### src/rtl/mem_port_arbiter.sv
// mem_port_arbiter
//
// Two-master arbiter in front of the unified single-port instruction/data
// memory. Master 0 is the core's multi-cycle memory port and master 1 is the
// program loader / debug host. The arbiter owns the memory address, write
// data and write enable. It returns read data to the granted master and
// gives each master an explicit, registered grant.
//
// Handshake: a master raises mX_req and holds it. Once mX_gnt is high, every
// cycle with mX_req && mX_gnt is one memory access. Reads return
// combinationally in that cycle, and writes (mX_we) commit at the closing
// rising edge. Dropping mX_req releases the port at the next edge. A waiting
// request is never lost while it is held.
//
// Optional feature (macro MEM_ARB_BURST_LIMIT_EN): an 8-bit burst counter
// forces a handover once the owner has held the port for BURST_MAX
// consecutive cycles while the other master was requesting. Without the
// macro, a grant is held until the owner drops its request.
//
// Parameters:
//   ADDR_W     address width
//   DATA_W     data width
//   BURST_MAX  contended cycles before forced handover (1..255, macro only)
//
// Ports:
//   clk                 rising-edge clock
//   reset               asynchronous active-low reset
//   m0_req/m0_we        core request / write strobe
//   m0_addr/m0_wdata    core address / write data
//   m0_gnt              core owns the port (flop)
//   m0_rdata            read data to core (0 when not granted)
//   m1_*                same set for loader/debug master
//   mem_addr/mem_wdata  to memory A / WD (0 when idle)
//   mem_we              to memory WE
//   mem_rdata           from memory RD (combinational read)
//   owner               last or current owner (0 = m0, 1 = m1)
//   busy                a master is granted
//   dbg_state           raw FSM state for observation (0 IDLE, 1 OWN0, 2 OWN1)

module mem_port_arbiter #(
    parameter int ADDR_W    = 32,
    parameter int DATA_W    = 32,
    parameter int BURST_MAX = 8
) (
    input  logic              clk,
    input  logic              reset,

    input  logic              m0_req,
    input  logic              m0_we,
    input  logic [ADDR_W-1:0] m0_addr,
    input  logic [DATA_W-1:0] m0_wdata,
    output logic              m0_gnt,
    output logic [DATA_W-1:0] m0_rdata,

    input  logic              m1_req,
    input  logic              m1_we,
    input  logic [ADDR_W-1:0] m1_addr,
    input  logic [DATA_W-1:0] m1_wdata,
    output logic              m1_gnt,
    output logic [DATA_W-1:0] m1_rdata,

    output logic [ADDR_W-1:0] mem_addr,
    output logic [DATA_W-1:0] mem_wdata,
    output logic              mem_we,
    input  logic [DATA_W-1:0] mem_rdata,

    output logic              owner,
    output logic              busy,
    output logic [1:0]        dbg_state
);

    typedef enum logic [1:0] {
        IDLE = 2'd0,
        OWN0 = 2'd1,
        OWN1 = 2'd2
    } state_t;

    state_t state;
    state_t next_state;
    logic   owner_q;
    logic   preempt;

    // ------------------------------------------------------------------
    // Burst limiter
    // ------------------------------------------------------------------
`ifdef MEM_ARB_BURST_LIMIT_EN
    // Preempt in the cycle that would bring the count to BURST_MAX. This
    // way the owner loses the port after exactly BURST_MAX contended cycles.
    localparam logic [7:0] BURST_LAST = 8'(BURST_MAX - 1);

    logic [7:0] burst_cnt;
    logic       other_req;

    always_comb begin
        other_req = 1'b0;
        case (state)
            OWN0:    other_req = m1_req;
            OWN1:    other_req = m0_req;
            default: other_req = 1'b0;
        endcase
    end

    assign preempt = other_req && (burst_cnt == BURST_LAST);

    always_ff @(posedge clk or negedge reset) begin
        if (!reset) begin
            burst_cnt <= 8'd0;
        end else if ((next_state != state) || !other_req) begin
            burst_cnt <= 8'd0;
        end else begin
            burst_cnt <= burst_cnt + 8'd1;
        end
    end
`else
    assign preempt = 1'b0;
`endif

    // ------------------------------------------------------------------
    // Next-state logic
    // ------------------------------------------------------------------
    always_comb begin
        next_state = state;
        case (state)
            IDLE: begin
                if (m0_req && m1_req) begin
                    // Round-robin: the master that did not own last wins.
                    next_state = owner_q ? OWN0 : OWN1;
                end else if (m0_req) begin
                    next_state = OWN0;
                end else if (m1_req) begin
                    next_state = OWN1;
                end else begin
                    next_state = IDLE;
                end
            end
            OWN0: begin
                // Release goes straight to the other master when it waits,
                // with no idle bubble in between.
                if (m0_req && !preempt) begin
                    next_state = OWN0;
                end else if (m1_req) begin
                    next_state = OWN1;
                end else begin
                    next_state = IDLE;
                end
            end
            OWN1: begin
                if (m1_req && !preempt) begin
                    next_state = OWN1;
                end else if (m0_req) begin
                    next_state = OWN0;
                end else begin
                    next_state = IDLE;
                end
            end
            default: next_state = IDLE;
        endcase
    end

    // ------------------------------------------------------------------
    // State and owner flops
    // ------------------------------------------------------------------
    // owner resets to 1 so that m0 wins the first tie after reset.
    always_ff @(posedge clk or negedge reset) begin
        if (!reset) begin
            state   <= IDLE;
            owner_q <= 1'b1;
        end else begin
            state <= next_state;
            if (next_state == OWN0) begin
                owner_q <= 1'b0;
            end else if (next_state == OWN1) begin
                owner_q <= 1'b1;
            end
        end
    end

    // Grants come straight off the state flops, so they are glitch-free.
    // They also drop as soon as reset is asserted.
    assign m0_gnt    = (state == OWN0);
    assign m1_gnt    = (state == OWN1);
    assign busy      = (state != IDLE);
    assign owner     = owner_q;
    assign dbg_state = state;

    // ------------------------------------------------------------------
    // Memory mux
    // ------------------------------------------------------------------
    always_comb begin
        mem_addr  = '0;
        mem_wdata = '0;
        mem_we    = 1'b0;
        m0_rdata  = '0;
        m1_rdata  = '0;
        case (state)
            OWN0: begin
                mem_addr  = m0_addr;
                mem_wdata = m0_wdata;
                mem_we    = m0_we & m0_req & m0_gnt;
                m0_rdata  = mem_rdata;
            end
            OWN1: begin
                mem_addr  = m1_addr;
                mem_wdata = m1_wdata;
                mem_we    = m1_we & m1_req & m1_gnt;
                m1_rdata  = mem_rdata;
            end
            default: begin
                mem_addr  = '0;
                mem_wdata = '0;
                mem_we    = 1'b0;
            end
        endcase
    end

endmodule

### config.mk
export PLATFORM = sky130hd
export DESIGN_NAME = mem_port_arbiter
export DESIGN_NICKNAME = d
export VERILOG_FILES = /design/src/rtl/mem_port_arbiter.sv
export SDC_FILE = /design/constraint.sdc
export NUM_CORES = 1
export LEC_CHECK = 0
export ABC_AREA = 1
export CAP_MARGIN = 10
export CORE_AREA = 2 2 118 120
export DETAILED_ROUTE_END_ITERATION = 12
export DIE_AREA = 0 0 120 122
export SLEW_MARGIN = 20
export SYNTH_ARGS = -nofsm -noshare
export SYNTH_HDL_FRONTEND = slang
export SYNTH_SLANG_ARGS = --single-unit
### constraint.sdc
create_clock -name clk -period 2.29 [get_ports clk]
set_input_delay 0.458 -clock clk [delete_from_list [all_inputs] [get_ports clk]]
set_output_delay 0.458 -clock clk [all_outputs]
set_load 0.005 [all_outputs]
==> Word level (Yosys, flattened, before mapping) <==
Cells that the tools add are included.
{ "word_totals": {"regBits": 3, "output_inout_bits": 135, "word_cells": 28} }
{ "op_classes": {"eq_ne": 4, "muxes": 14, "bitwise": 4, "n_reduce_logical": 4} }
{ "ops": {"columns": ["cell", "n"], "rows": [
  ["case mux 32 bit (2 select lines)", 2],
  ["2-to-1 mux 32 bit", 2],
  ["2-to-1 mux 2 bit", 5],
  ["case mux 2 bit (3 select lines)", 1],
  ["AND 1 bit", 4],
  ["equality test 2 x 1 -> 1 bit (second input constant)", 2],
  ["equality test 2 bit (second input constant)", 2],
  ["nonzero test 2 bit", 2],
  ["2-to-1 mux 1 bit", 3],
  ["zero test 2 bit", 1],
  ["case mux 1 bit (2 select lines)", 1],
  ["logical AND 1 bit", 1]
]} }

==> Logic depth before layout (Yosys ltp) <==
Gate-level depths: netlist (run 1).
{ "logic_depth": {"depth_word": 7, "depth_mapped": 10} }

==> Least setup slack after synthesis (run 1) <==
OpenSTA, ideal clock, no wires.
{ "synth_path": {"kind": "register -> register", "start": "register state[0] (netlist: dbg_state[0])", "end": "register owner_q (netlist: owner)", "arrival_time_ps": 1605, "required_time_ps": 2211, "slack_ps": 607, "stages_incl_launch_ff": 9, "path_cell_list": "dfrtp_1 -> inv_1 -> ha_1 -> buf_6 -> buf_6 -> a21oi_1 -> a21oi_1 -> ha_1 -> o21ai_0"} }
{ "synth_between": {"elab_chain_cells": 4} }
{ "synth_rtl": {"columns": ["item", "line", "source"], "rows": [
  ["start: declaration", "78", "state_t state;"],
  ["start signal: assignment", "169", "state <= next_state;"],
  ["equality test 2 bit (*)", null, null],
  ["net m1_gnt", "59", "output logic m1_gnt,"],
  ["case mux 2 bit (3 select lines) (*)", "123", "case (state)"],
  ["net next_state[0]", "79", "state_t next_state;"],
  ["equality test 2 x 1 -> 1 bit or equality test 2 bit (tied branches)", "170, 172", null],
  ["2-to-1 mux 1 bit or nonzero test 2 bit (tied branches)", null, null],
  ["end signal: assignment", "167", "owner_q <= 1'b1;"],
  ["end signal: assignment", "171", "owner_q <= 1'b0;"],
  ["end signal: assignment", "173", "owner_q <= 1'b1;"],
  ["end: declaration", "80", "logic owner_q;"]
]} }
Mark *: on every way through the listed nets, which the timed path passes. The rest lies on a longest branch.
A chain may end at the register's enable or synchronous reset.

==> Worst setup path in the final report (run 1) <==
{ "layout_path": {"start": "register state[1] (netlist: dbg_state[1])", "end": "output m0_rdata[19]"} }
{ "layout_between": {"elab_chain_cells": 2} }
{ "layout_rtl": {"columns": ["item", "line", "source"], "rows": [
  ["equality test 2 x 1 -> 1 bit", "195", "case (state)"],
  ["2-to-1 mux 32 bit", "195", null],
  ["end: declaration", "53", "output logic [DATA_W-1:0] m0_rdata,"]
]} }
Every way passes these cells.

==> summary.txt, run 1 <==
CTS
  – Hold_buf cts: 0
  – Clock buffer count from CTS: 3
  – H-tree lvl count: 1
  – CTS tree: done
  – Clk sink count: 3
  – Clock Root Buffer: clkbuf_16
  – Clk pin slew, worst setup/hold paths: 0.03 ns
  – Clk buf depth: 2
  – Skew-Pair Late Insertion Delay: 0.23 ns

Timing
  – Final hold vios: 0
  – Fmax: 453 MHz
  – # setup viols final: 0
  – Slew HR: 0.856
  – Worst setup margin: 0.0810 ns
  – RSZ-0062 raised after global routing: no
  – Final Max Slew Viols: 0
  – Worst Tran Pin Value: 0.215 ns
  – Clk_skew: 0.00145 ns
  – Final Cycle Share: 0.965
  – Minimum clock period: 2.21 ns

Global route
  – Initial antenna violation count: 0
  – Number of global-route vias before repair: 2911
  – Largest net degree at the start of global routing: 31
  – GR Overflow Total: 0
  – Gr usage total: 0.145
  – First-pass GRT wire length: 16800 microns
  – Gr busiest metal: met2
  – Grt met2 use: 0.263
  – Met1 Resource Use GR: 0.187
  – Global-route track usage on met3: 0.0225

Hold path
  – Hold Crit Class: input port to asynchronous set/reset pin

Logic synthesis
  – Avg Inst Size Synth: 4.67 sq um
  – YS warnings: 0
  – Mapped Cells: 383
  – Async set or reset register ratio after synthesis: 1.00
  – Biggest area consumer among synthesized cells: nand2_1
  – EDFF count, synth: 0
  – Simple-gate portion of the synthesized area: 0.429
  – Post-synthesis adder-cell area fraction: 0.0420
  – Largest family of logic cells by synthesized area: simple AND/OR/NAND/NOR gates
  – Post-synthesis sequential area ratio: 0.0427
  – Top-area cell type share of the netlist area: 0.417
  – #FFs+latches synth: 3
  – Post-synthesis xor/xnor area fraction: 0
  – Synth area leaders: nand2_1 (42%), a21oi_1 (19%), inv_1 (15%), buf_6 (8.8%), ha_1 (4.2%)
  – Yosys cell types: 15
  – Post-Syn Area: 0.00179 sq mm
  – Dominant synthesized flop cell: dfrtp_1
  – Cell with the most instances after synthesis: nand2_1
  – Syn Nets: 555
  – Multiplexer area fraction after synthesis: 0
  – Post-synth top cells: nand2_1 (199), inv_1 (72), a21oi_1 (68)
  – Synth Area in Compound Gates: 0.198

Routing
  – Via-to-Cell Ratio: 3.82
  – DRT iter0 DRCs: 98
  – Antenna-violating nets left: 0
  – DR pass1 iterations: 4
  – Drt total wl: 12100 microns
  – Via count: 3384
  – WL/cell: 13.6 microns
  – DRC: 0

Critical path
  – Crit path required time: 1.83 ns
  – RR Endpoint: owner$_DFFE_PN1P_
  – CP Class: flip-flop to output pin
  – CP Launch Point: dbg_state[1]$_DFF_PN0_
  – Setup crit end kind: output pin
  – Crit start category: flip-flop
  – Reg-to-Reg Start: dbg_state[1]$_DFF_PN0_
  – CP Cell Sequence: inv_2 -> ha_4 -> buf_8 -> clkbuf_16 -> nand2_1 -> inv_1 -> clkdlybuf4s50_1
  – Slowest cell on crit path: clkdlybuf4s50_1
  – Worst R2R Path Depth: 9
  – Worst path arrival time: 1.75 ns
  – R2R Setup Slk: 0.32 ns
  – Slowest stage delay, CP: 0.50 ns
  – Maximum fanout along the worst path: 9

Floorplan
  – # rows: 43
  – Die area: 0.0146 sq mm
  – Starting Density: 0.132
  – DIE WIDTH: 120 microns
  – Die Ht: 122 microns
  – I/O pin count: 301
  – Core footprint: 0.0135 sq mm

Place
  – # port buffers: 300
  – GPL Wtd Cong: 0.824
  – Place WS: 0.0345 ns
  – Placed cell area: 0.00497 sq mm
  – Final HPWL DP: 8810 microns

Layout
  – FILL cells: 1434
  – Area taken by multi-input logic gates: 0.00124 sq mm
  – Layout cells sized above 1: 0.0990
  – Layout area overhead: 209%
  – Nets: 880
  – N_diodes: 0
  – Sequential standard cell area: 76.3 sq um
  – Post-route cell area: 0.00553 sq mm

Power
  – Power density over the cells: 880 mW/mm^2
  – P_leak: 3.18 nW
  – Peak VDD IR: 0.515 mV

Flow run
  – Maxcap violations: 0

Outcome
  – Status: completed
logic make-up after synthesis:
| group | after synthesis |
|---|---|
| flip-flops | 3 |
| AO/OA/AOI/OAI | 70 |
| adder cells (fa/ha/maj) | 6 |
| buffers and inverters | 101 |
| AND/OR/NAND/NOR | 203 |
area by class of cell:
type                       instances  area share
clock buffer                       4      0.0143
inverter                          72      0.0493
multi-input combinational        279       0.225
sequential                         3      0.0138
tap                              180      0.0407
timing repair buffer             349       0.657
report_power, final:
group | leakage [nW] | internal (W) | switching [W]
Clock | 0.0382 | 0.000230 | 0.0000529
Sequential | 0.0362 | 0.0000868 | 0.0000230
Combinational | 3.10 | 0.00246 | 0.00201
Total | 3.18 | 0.00278 | 0.00208
through the flow:
step | total power [W] | cells | utilization | TNS (ns) | hold slack, ns
floorplan | 0.00181 | 383 | - | 0 | 0.162
global placement | 0.00395 | 851 | 0.368 | -0.0355 | 0.499
detailed placement | 0.00393 | 851 | 0.368 | 0 | 0.519
CTS | 0.00475 | 877 | 0.398 | -0.139 | 0.428
global route | 0.00527 | 887 | 0.409 | 0 | 0.435
finish | 0.00486 | 887 | 0.409 | 0 | 0.424
routing by layer:
metal	part of all wire	up-vias
li1	-	1780
met1	0.43	1457
met2	0.50	139
met3	0.065	8
met4	0.0071	0
met5	0	-
repair_timing:
item                                    in CTS  in global routing
buffers inserted                            16                  9
resized for setup                          105                 45
pin swaps                                    3                  2
endpoints found under the setup margin     112                 63
gates cloned                                 6                  1
placed cells by master, fill, tap and decap left out:
cell,netlist,layout
nor2_1,1,1
clkdlybuf4s15_1,0,3
buf_4,6,21
or2_1,1,1
buf_6,14,8
o21ai_0,1,1
buf_12,0,7
buf_8,0,4
clkbuf_16,0,4
a21oi_2,1,4
inv_2,0,2
bufbuf_16,0,1
nand2_1,199,199
clkbuf_1,1,1
inv_4,0,1
clkbuf_2,0,7
dlygate4sd2_1,0,69
dfrtp_1,2,2
inv_1,72,69
dlymetal6s2s_1,0,20
ha_4,0,3
dfstp_2,1,1
nand3_1,2,2
ha_1,6,3
clkdlybuf4s50_1,0,201
buf_16,0,7
a21oi_1,68,65
critical path: cells and delay by family (launching register included):
kind | cells | cell delay (ns)
adders and majority gates | 1 | 0.17
buffers and inverters | 5 | 0.92
and+or+nand+nor | 1 | 0.05
DFF | 1 | 0.39
sequential cells by signal (all words and copies together) (netlist names):
register / flops
dbg_state: 2
owner: 1
worst max-delay path by stage:
stage	end	slack, ns	cells after the start
floorplan	owner$_DFFE_PN1P_	0.61	8
global placement	mem_wdata[30]	-0.04	4
detailed placement	mem_addr[31]	0.03	6
CTS	m1_rdata[16]	-0.02	6
global route	m0_rdata[28]	0.0007	7
finish	m0_rdata[19]	0.08	7
Power figures use the tool's default switching activity.
==> run 2: changes to the inputs <==
--- a/config.mk
+++ b/config.mk
@@ -8,6 +8,7 @@
 export ABC_AREA = 1
 export CAP_MARGIN = 10
 export CORE_AREA = 2 2 118 120
+export CTS_CLUSTER_DIAMETER = 150
 export DETAILED_ROUTE_END_ITERATION = 12
 export DIE_AREA = 0 0 120 122
 export SLEW_MARGIN = 20
==> results of run 2 <==
Same layout as run 1: the final DEF is identical, and so are final timing and power.
